## src/rtl/pipeline_hazard_ctrl.sv

```systemverilog
// Stall/flush sequencer for the 5-stage core: load-use stalls, EX branch
// mispredict flushes, data-memory wait freeze with timeout, perf counters.
//
// state    | meaning
// RUN      | normal issue; hazards resolved combinationally
// MEM_WAIT | data memory busy; whole pipe frozen, MEM/WB bubbled
// HALT     | memory timed out; frozen until reset, mem_err set
module pipeline_hazard_ctrl #(
    parameter int CNT_W       = 32,
    parameter int MEM_TIMEOUT = 16
) (
    input  logic             clk,
    input  logic             reset,
    input  logic [4:0]       id_rs1,
    input  logic [4:0]       id_rs2,
    input  logic             id_uses_rs2,
    input  logic             ex_mem_read,
    input  logic [4:0]       ex_rd,
    input  logic             ex_branch,
    input  logic             ex_predicted,
    input  logic             ex_taken,
    input  logic             mem_req,
    input  logic             mem_ready,
    output logic             pc_en,
    output logic             ifid_en,
    output logic             ifid_flush,
    output logic             idex_en,
    output logic             idex_flush,
    output logic             exmem_en,
    output logic             memwb_bubble,
    output logic             redirect,
    output logic             mem_err,
    output logic [1:0]       state,
    output logic [CNT_W-1:0] stall_cnt,
    output logic [CNT_W-1:0] flush_cnt
);

    typedef enum logic [1:0] {
        RUN      = 2'b00,
        MEM_WAIT = 2'b01,
        HALT     = 2'b10
    } state_t;

    localparam int WAIT_W = $clog2(MEM_TIMEOUT + 1);
    // wait_cnt holds the edges already spent waiting; the next one that
    // would reach MEM_TIMEOUT is the timeout edge.
    localparam logic [WAIT_W-1:0] WAIT_LIMIT = WAIT_W'(MEM_TIMEOUT - 1);
    localparam logic [CNT_W-1:0]  CNT_MAX    = {CNT_W{1'b1}};

    state_t            stateQ, stateD;
    logic [WAIT_W-1:0] waitCnt, waitCntD;
    logic              memErrQ, memErrD;
    logic [CNT_W-1:0]  stallCntQ, flushCntQ;

    logic              memStall;
    logic              mispredictRaw;
    logic              loadUseRaw;
    logic              stallEvt;
    logic              flushEvt;

    assign memStall      = mem_req & ~mem_ready;
    assign mispredictRaw = ex_branch & (ex_predicted != ex_taken);
    assign loadUseRaw    = ex_mem_read & (ex_rd != 5'd0) &
                           ((ex_rd == id_rs1) | (id_uses_rs2 & (ex_rd == id_rs2)));

    always_ff @(posedge clk or negedge reset) begin
        if (!reset) begin
            stateQ  <= RUN;
            waitCnt <= '0;
            memErrQ <= 1'b0;
        end else begin
            stateQ  <= stateD;
            waitCnt <= waitCntD;
            memErrQ <= memErrD;
        end
    end

    always_comb begin
        stateD   = stateQ;
        waitCntD = waitCnt;
        memErrD  = memErrQ;
        case (stateQ)
            RUN: begin
                if (memStall) begin
                    stateD   = MEM_WAIT;
                    waitCntD = WAIT_W'(1);
                end
            end
            MEM_WAIT: begin
                if (mem_ready) begin
                    stateD   = RUN;
                    waitCntD = '0;
                end else if (waitCnt >= WAIT_LIMIT) begin
                    stateD   = HALT;
                    waitCntD = waitCnt + WAIT_W'(1);
                    memErrD  = 1'b1;
                end else begin
                    waitCntD = waitCnt + WAIT_W'(1);
                end
            end
            HALT: begin
                stateD = HALT;
            end
            default: begin
                stateD   = HALT;
                memErrD  = 1'b1;
            end
        endcase
    end

    // Priority: halt/freeze over mispredict over load-use.
    always_comb begin
        pc_en        = 1'b1;
        ifid_en      = 1'b1;
        ifid_flush   = 1'b0;
        idex_en      = 1'b1;
        idex_flush   = 1'b0;
        exmem_en     = 1'b1;
        memwb_bubble = 1'b0;
        redirect     = 1'b0;
        stallEvt     = 1'b0;
        flushEvt     = 1'b0;
        if ((stateQ != RUN) || memStall) begin
            pc_en        = 1'b0;
            ifid_en      = 1'b0;
            idex_en      = 1'b0;
            exmem_en     = 1'b0;
            memwb_bubble = 1'b1;
            stallEvt     = 1'b1;
        end else if (mispredictRaw) begin
            redirect     = 1'b1;
            ifid_flush   = 1'b1;
            idex_flush   = 1'b1;
            flushEvt     = 1'b1;
        end else if (loadUseRaw) begin
            pc_en        = 1'b0;
            ifid_en      = 1'b0;
            idex_flush   = 1'b1;
            stallEvt     = 1'b1;
        end
    end

    always_ff @(posedge clk or negedge reset) begin
        if (!reset) begin
            stallCntQ <= '0;
            flushCntQ <= '0;
        end else begin
            if (stallEvt && (stallCntQ != CNT_MAX)) begin
                stallCntQ <= stallCntQ + CNT_W'(1);
            end
            if (flushEvt && (flushCntQ != CNT_MAX)) begin
                flushCntQ <= flushCntQ + CNT_W'(1);
            end
        end
    end

    assign state     = stateQ;
    assign mem_err   = memErrQ;
    assign stall_cnt = stallCntQ;
    assign flush_cnt = flushCntQ;

endmodule

```

## config.mk

```make
export PLATFORM = sky130hd
export DESIGN_NAME = pipeline_hazard_ctrl
export DESIGN_NICKNAME = d
export VERILOG_FILES = /design/src/rtl/pipeline_hazard_ctrl.sv
export SDC_FILE = /design/constraint.sdc
export NUM_CORES = 1
export LEC_CHECK = 0
export ABC_AREA = 1
export CAP_MARGIN = 30
export CORE_MARGIN = 5
export CORE_UTILIZATION = 51
export DETAILED_ROUTE_END_ITERATION = 10
export MAX_ROUTING_LAYER = met4
export PLACE_DENSITY = 0.85
export SKIP_CTS_REPAIR_TIMING = 1
export SLEW_MARGIN = 5
export SYNTH_ARGS = -nofsm -noshare
export SYNTH_HDL_FRONTEND = slang
export SYNTH_SLANG_ARGS = --single-unit
export TNS_END_PERCENT = 1
```

## constraint.sdc

```tcl
create_clock -name clk -period 2.3 [get_ports clk]
set_clock_uncertainty 0.1 [all_clocks]
set_input_delay 0.345 -clock clk [delete_from_list [all_inputs] [get_ports clk]]
set_output_delay 0.345 -clock clk [all_outputs]
set_load 0.005 [all_outputs]
```

==> After elaboration in Yosys (flattened, before gate mapping) <==
Cells that the tools add are included.
{ "word_totals": {"regBits": 72, "in_bits": 24, "wordCells": 61} }
{ "op_classes": {"addsub": 3, "order_cmp": 1, "n_eq_ne": 11, "n_mux": 22, "bitwise_logic": 8, "reduce_logical": 11} }
{ "ops": {"columns": ["operator", "count"], "rows": [
  ["$add 32x1->32 const B", 2],
  ["$ne 32x32->1 const B", 2],
  ["$mux 1", 14],
  ["$eq 5x5->1", 2],
  ["$mux 5", 2],
  ["$pmux 5 s2", 1],
  ["$mux 2", 3],
  ["$ne 2x2->1 const B", 3],
  ["$add 5x1->5 const B", 1],
  ["$and 1x1->1", 5],
  ["$ge 5x4->1 const B", 1],
  ["$reduce_bool 5->1", 1],
  ["$pmux 2 s2", 1],
  ["$reduce_and 2->1", 2],
  ["$reduce_bool 2->1", 2],
  ["$ne 3x3->1 const B", 1],
  ["$reduce_and 3->1", 1],
  ["$eq 2x1->1 const B", 1],
  ["$eq 2x2->1 const B", 1],
  ["$logic_and 1x1->1", 2],
  ["$logic_not 2->1", 1],
  ["$not 1->1", 2],
  ["$pmux 1 s2", 1],
  ["$reduce_or 2->1", 1],
  ["other kinds (3)", 3]
]} }

==> Depth between registers and ports, before layout <==
{ "logic_depth": {"ltp_word": 8, "mapped_depth": 12, "ltp_nobuf": 12} }

==> Worst setup path after synthesis <==
OpenSTA, ideal clock, no wires.
{ "synth_path": {"path_kind": "register to register", "from": "reg stallCntQ[0] (netlist: stall_cnt[0])", "to": "reg stallCntQ[11] (netlist: stall_cnt[11])", "setup_time_ns": 0.117, "arrival_ns": 1.521, "t_required_ns": 2.083, "slack_ns": 0.562, "path_stages_with_launch": 11, "n_path_buf": 2, "synth_period_minus_slack_ns": 1.738, "path_cell_list": "dfrtp_1 > ha_1 > nand2_2 > nor2_4 > nand3_2 > nor2_4 > nand3_2 > buf_6 > buf_6 > nand3_1 > nand2_1"} }
{ "synth_between": {"elab_chain_len": 2} }
{ "synth_rtl": {"columns": ["element", "line", "rtl"], "rows": [
  ["start, declared", "53", "logic [CNT_W-1:0] stallCntQ, flushCntQ;"],
  ["start signal, assigned", "149", "stallCntQ <= stallCntQ + CNT_W'(1);"],
  ["parallel branches: the longest is 2 deep, another holds $add 32x1->32", null, null]
]} }
Parallel ways; which one is timed is not known.
A chain may end at the register's enable or synchronous reset.

==> Worst setup path in the final report <==
{ "layout_path": {"from": "in id_rs1[1]", "to": "out ifid_en"} }
{ "layout_between": {"elab_chain_len": 6} }
{ "layout_rtl": {"columns": ["element", "line", "rtl"], "rows": [
  ["start, declared", "14", "input logic [4:0] id_rs1,"],
  ["$eq 5x5->1", "64", "((ex_rd == id_rs1) | (id_uses_rs2 & (ex_rd == id_rs2)));"],
  ["$or 1x1->1", "64", null],
  ["$and 1x1->1", "63", "assign loadUseRaw = ex_mem_read & (ex_rd != 5'd0) &"],
  ["$mux 1", "135", "end else if (loadUseRaw) begin"],
  ["$mux 1", "130", "end else if (mispredictRaw) begin"],
  ["$mux 1", "123", "if ((stateQ != RUN) || memStall) begin"],
  ["end, declared", "25", "output logic ifid_en,"]
]} }
No other way between the ends.

==> impl_metrics.py <==
metrics = {
    "drt": {
        "drtIter0Drc": 292,
        "num_vias": 4902,
        "ant_nets": 0,
        "routed_wl_mm": 12.8,
        "drc": 0,
        "first_pass_iters": 5,
        "wl_per_cell_um": 13.2,
        "vias_per_cell": 5.06,
    },
    "synthesis": {
        "synth_cells": 722,
        "syn_area_um2": 4820,
        "synthXorXnorAreaFrac_pct": 6.18,
        "synth_top_family_by_area": "simple AND/OR/NAND/NOR gates",
        "syn_avg_cell_area_um2": 6.67,
        "yosys.area_share.adder_pct": 1.04,
        "synth-seq-area-share_pct": 37.4,
        "ys_seq_elements": 72,
        "synth_nets": 750,
        "synth_mux_area_share_pct": 0,
        "synth_cell_types": 33,
        "synthSimpleGateAreaFrac_pct": 41.7,
        "synth-compound-area-share_pct": 3.90,
        "yosysWarnings": 0,
    },
    "critical_path": {
        "r2r-end": "stall_cnt[2]",
        "r2r_start": "stall_cnt[0]",
        "r2r_slack_ns": 0.21,
        "cp_max_fo": 2,
        "crit_arrival_ns": 1.95,
        "ff2ff_path_depth": 10,
        "required_ns": 1.86,
        "start_kind": "input port",
        "critPathKind": "in2out",
        "endpoint_kind": "primary output",
    },
    "finish": {
        "utilization_pct": 67.8,
        "layout_commonest_cell": "nand2_1",
        "drive_gt1_share_pct": 7.75,
        "diodes": 0,
        "final_cell_mix": "284 x nand2_1, 88 x clkdlybuf4s50_1, 84 x inv_1",
        "final_nets": 862,
        "fin_area_um2": 6260,
        "final_cells": 968,
        "synthToLayoutAreaGrowth_pct": 29.9,
    },
    "placed_design": {
        "io_buffers": 98,
        "detailedPlace.worstSlack_ns": -0.201,
        "place_congestion": 0.956,
        "post-place-cells": 951,
        "dp_hpwl_mm": 10.1,
        "placed_area_um2": 6020,
    },
    "global_routing": {
        "gr-total-overflow": 0,
        "grt_pass1_vias": 4833,
        "grt_max_degree": 33,
        "grt_pass1_wl_mm": 21.6,
        "antenna_found_initial": 0,
        "grt_usage_pct": 23.8,
    },
    "timing": {
        "fmax_ghz": 0.417,
        "hold_viol": 0,
        "fin_crit_sh_pct": 104,
        "setup_violations": 3,
        "setup_ws_ns": -0.0960,
        "grt_setup_unrepaired": "yes",
        "final_max_slew_viol_count": 0,
        "slew_headroom_pct": 65.1,
        "min_period_ns": 2.40,
        "tightest_slew_ns": 0.524,
    },
    "status": {
        "violations": "negative setup slack",
        "status": "finished with violations",
    },
    "power_and_ir_drop": {
        "vdd_drop_max_uv": 243,
        "fin_total_pwr_mw": 2.51,
        "comb_power_share_pct": 4.7,
        "power.share.switching_pct": 21.8,
        "seqPwrFrac_pct": 50.5,
        "switchingPower_mw": 0.548,
        "power_density_nw_per_um2": 401,
        "p_leak_nw": 3.06,
        "p_clk_share_pct": 44.8,
        "internal-power_mw": 1.96,
    },
    "clock_network": {
        "root_buffer": "clkbuf_8",
        "clk_pin_slew_ns": 0.08,
        "cts_max_level": 3,
        "cts_buffer_depth": 2,
        "numCtsBuffers": 9,
        "cts_sinks": 72,
        "tritoncts": "done",
        "clock_latency_ns": 0.36,
    },
    "floorplan": {
        "fp.dieW_um": 107,
        "fp.dieH_um": 107,
        "fp.dieArea_um2": 11500,
        "rows": 35,
        "floorplan.initialDensity_pct": 52.1,
        "core_area_um2": 9240,
        "ios": 99,
    },
    "run": {
        "drv_cap": 0,
    },
    "hold_path": {
        "hold_path.class": "in2async",
    },
}
stage by stage:
stage          TNS (ns)  hold slack [ns]
5_1_grt          -0.603            0.429
3_5_place_dp      -4.53            0.248
6_report         -0.190            0.391
2_1_floorplan         0          -0.0506
4_1_cts          -0.636           -0.142
3_3_place_gp      -1.32            0.242
worst max-delay path: stages:
cell and delay, ns:
clkdlybuf4s50_1 0.50, inv_1 0.05, nand2_1 0.06, nand2_1 0.06, nor2_1 0.10, nand3_1 0.07
nand2_1 0.08, nand3_1 0.08, nand2_2 0.11, inv_1 0.06, clkdlybuf4s50_1 0.44
layout make-up:
type	count	area [um2]
clock buffers	13	149
clock inverters	3	65.1
fillers	787	2980
inverters	92	345
multi-input cells	541	2540
flip-flops and latches	72	1800
well taps	129	161
repair buffers	118	1200
flip-flops by register name (all words and copies together) (netlist names):
signal     flops
waitCnt        5
mem_err        1
flush_cnt     32
stall_cnt     32
state          2
Yosys cell counts, drive strengths merged:
| master | count | share of area (%) |
|---|---|---|
| ha | 4 | 1.0 |
| a21boi | 2 | 0.31 |
| a21oi | 4 | 0.42 |
| xnor2 | 12 | 2.2 |
| inv | 92 | 7.2 |
| o21a | 2 | 0.31 |
| dfrtp | 72 | 37 |
| nor4 | 1 | 0.13 |
| buf | 17 | 2.7 |
| nand3b | 5 | 0.86 |
| nor3 | 20 | 2.2 |
| o21ai | 17 | 2.1 |
| o31ai | 2 | 0.31 |
| nand3 | 58 | 6.2 |
| xor2 | 22 | 4.0 |
| o211ai | 1 | 0.16 |
| o22ai | 1 | 0.13 |
| a22o | 1 | 0.18 |
| nor2 | 91 | 8.2 |
| nand2 | 289 | 23 |
| nand4 | 9 | 1.3 |
worst max path at each step:
stage	startpoint	to	slack, ns	depth (start not counted)
floorplan	stall_cnt[0]	stall_cnt[11]	0.56	10
detailed placement	ex_rd[3]	idex_flush	-0.20	10
global placement	ex_rd[4]	pc_en	-0.11	11
global route	id_rs1[1]	pc_en	-0.26	11
finish	id_rs1[1]	ifid_en	-0.1	11
CTS	ex_rd[3]	idex_flush	-0.21	10
power groups by stage:
stage	Combinational [mW]	Sequential (mW)	Clock, mW
after floorplan	0.0324	1.29	0
after global placement	0.113	1.29	0
after detailed placement	0.120	1.29	0
after CTS	0.120	1.27	1.13
after global routing	0.134	1.27	1.18
final	0.119	1.27	1.12
layer usage:
| layer | wire (um) | vias up | GRT usage (%) |
|---|---|---|---|
| met2 | 6450 | 155 | 40.6 |
| met4 | 290 | 0 | 9.04 |
| met5 | 0 | - | - |
| met3 | 686 | 29 | 5.36 |
| li1 | - | 2463 | - |
| met1 | 5380 | 2255 | 27.5 |
cell families after synthesis:
family                   Yosys count
AO/OA/AOI/OAI                     30
XOR/XNOR                          34
flip-flops                        72
adder cells (fa/ha/maj)            4
buffers and inverters            109
AND/OR/NAND/NOR                  473
Note: power is estimated with default switching activity, not from simulation.
==> RTL change: new RTL, same flow settings <==
Reset style: synchronous (`reset`), changed in 2 clocked blocks.
--- a/src/rtl/pipeline_hazard_ctrl.sv
+++ b/src/rtl/pipeline_hazard_ctrl.sv
@@ -63,7 +63,7 @@
     assign loadUseRaw    = ex_mem_read & (ex_rd != 5'd0) &
                            ((ex_rd == id_rs1) | (id_uses_rs2 & (ex_rd == id_rs2)));
 
-    always_ff @(posedge clk or negedge reset) begin
+    always_ff @(posedge clk) begin
         if (!reset) begin
             stateQ  <= RUN;
             waitCnt <= '0;
@@ -140,7 +140,7 @@
         end
     end
 
-    always_ff @(posedge clk or negedge reset) begin
+    always_ff @(posedge clk) begin
         if (!reset) begin
             stallCntQ <= '0;
             flushCntQ <= '0;
Function: differs if reset is asserted again (counterexample within 4 cycles, from zero or initial values and one cycle with reset low); with reset held inactive, the same outputs for 10 cycles.
==> RTL change against the original RTL <==
- die area fell by 4.2%
- wire length is 1.2% lower
- sequential share of layout area is 4.5 points lower
- critical path depth fell by 5
- largest cell class unchanged
- non-clock buffer count fell by 8
- setup slack better by 0.20 ns
- synthesized area decreased by 4.6%
- cell area is 5.1% lower
- global-route usage down 0.69 points
- final cell count fell by 0.10%
- sequential cell count unchanged
Power is not compared: it rests on default switching activity, and its combinational part moved more than twofold at a synthesized area within 25%.
==> RTL change: results (changes against the original RTL) <==
- Antenna cell count: 0 (unchanged)
- Setup slack at placement: -0.1703 ns (+0.03054 ns)
- Data arrival, critical path: 1.76 ns (-0.19 ns)
- Layout cell share with drive strength beyond 1: 0.09546 (+0.01799)
- Number of global-route vias before repair: 4779 (-1.1%)
- Detailed-route wire length: 12650 um (-1.2%)
- Share of the cycle needed by the critical path after routing: 0.9569 (-0.08482)
- Reg2reg end: stall_cnt[27]
- Detailed Route Iter0 Violations: 301 (+3.1%)
- Compound-gate portion of the synthesized area: 0.09012 (+0.05117)
- Largest net degree at the start of global routing: 52 (+58%)
- Share of flip-flops with an asynchronous set or reset after synthesis: 0 (-1.000)
- Largest fanout on the critical path: 3 (+1)
- Wire length of the first global-routing pass: 21210 um (-1.9%)
- Run status: finished, final reports clean
- Area of placed instances: 0.005682 mm^2 (-5.6%)
- Post-synthesis net count: 786 (+4.8%)
- Dominant cells by area after synthesis: sky130_fd_sc_hd__dfxtp_1 31%, sky130_fd_sc_hd__nand2_1 19%, sky130_fd_sc_hd__nor2_1 10%, sky130_fd_sc_hd__a21oi_1 6.6%, sky130_fd_sc_hd__inv_1 5.9%
- Placer congestion estimate: 0.9526 (-0.31%)
- Startpoint of the worst register-to-register path: stall_cnt[0]
- Hold Path Class: register to register
- Commonest cells in the synthesized netlist: 228 x sky130_fd_sc_hd__nand2_1, 126 x sky130_fd_sc_hd__nor2_1, 72 x sky130_fd_sc_hd__dfxtp_1, 72 x sky130_fd_sc_hd__inv_1, 61 x sky130_fd_sc_hd__a21oi_1
- Transition at the pin with the smallest max-transition slack: 0.7830 ns (+0.2588 ns)
- Number of distinct library cells after synthesis: 34 (+3.0%)
- Capture point of the critical path: redirect
- Slowest CP cell: sky130_fd_sc_hd__clkdlybuf4s50_1
- Internal reg-to-reg setup slack: 0.16 ns (-0.05 ns)
- # nets final: 882 (+2.3%)
- Critical path's largest stage delay: 0.53 ns (+0.03 ns)
- Arithmetic-cell share of the synthesized area counting full adders, half adders and majority gates: 0.01089 (+0.0005034)
- DPL Wire Length: 9561 um (-5.0%)
- Fraction of the yosys area taken by sequential cells: 0.3136 (-0.06029)
- Total track usage: 0.2316 (-0.006857)
- Via count: 5114 (+4.3%)
==> RTL change: changes by cell type in the layout (fill, tap and decap cells not counted), moves of 10 or more <==
cell	delta
sky130_fd_sc_hd__nand2_1	-60
sky130_fd_sc_hd__xnor2_1	-10
sky130_fd_sc_hd__a21oi_1	+57
sky130_fd_sc_hd__xor2_1	-13
sky130_fd_sc_hd__inv_2	+13
sky130_fd_sc_hd__nor2_1	+44
sky130_fd_sc_hd__dfrtp_1	-72
sky130_fd_sc_hd__dfxtp_1	+72
sky130_fd_sc_hd__inv_1	-13
==> RTL change: per-stage QoR <==
step	total power, W	instances
after floorplan	0.001477	758
after detailed placement	0.001610	951
final	0.002712	967
after global placement	0.001599	951
after global routing	0.002824	967
after CTS	0.002726	967
==> RTL change: power by group through the flow <==
stage / logic [W] / clock network, W / registers [W]
after detailed placement: 0.000309 / 0 / 0.00130
after CTS: 0.000310 / 0.00114 / 0.00127
after floorplan: 0.000179 / 0 / 0.00130
after global routing: 0.000342 / 0.00121 / 0.00127
final: 0.000312 / 0.00113 / 0.00127
after global placement: 0.000299 / 0 / 0.00130
==> RTL change: cell type report <==
type | count | area, um^2
fillers | 790 | 2824
multi-input cells | 569 | 2651
flip-flops and latches | 72 | 1441
repair buffers | 110 | 1145
inverters | 92 | 345.3
clock buffers | 11 | 141.4
well taps | 108 | 135.1
clock inverters | 5 | 80.08
==> RTL change: worst register-to-register path: cells and delay by family (launching register included) <==
kind / cells / cell delay (ns)
and+or+nand+nor: 7 / 1.08
AOI/OAI and AO/OA: 1 / 0.14
buffers and inverters: 1 / 0.08
DFF: 1 / 0.42
adders and majority gates: 1 / 0.21
==> RTL change: metal layers <==
layer  track usage  wire length (um)
met2        0.3925              6123
met1        0.2840              5514
met4       0.07032               268
met5             -                 0
met3       0.03514               748
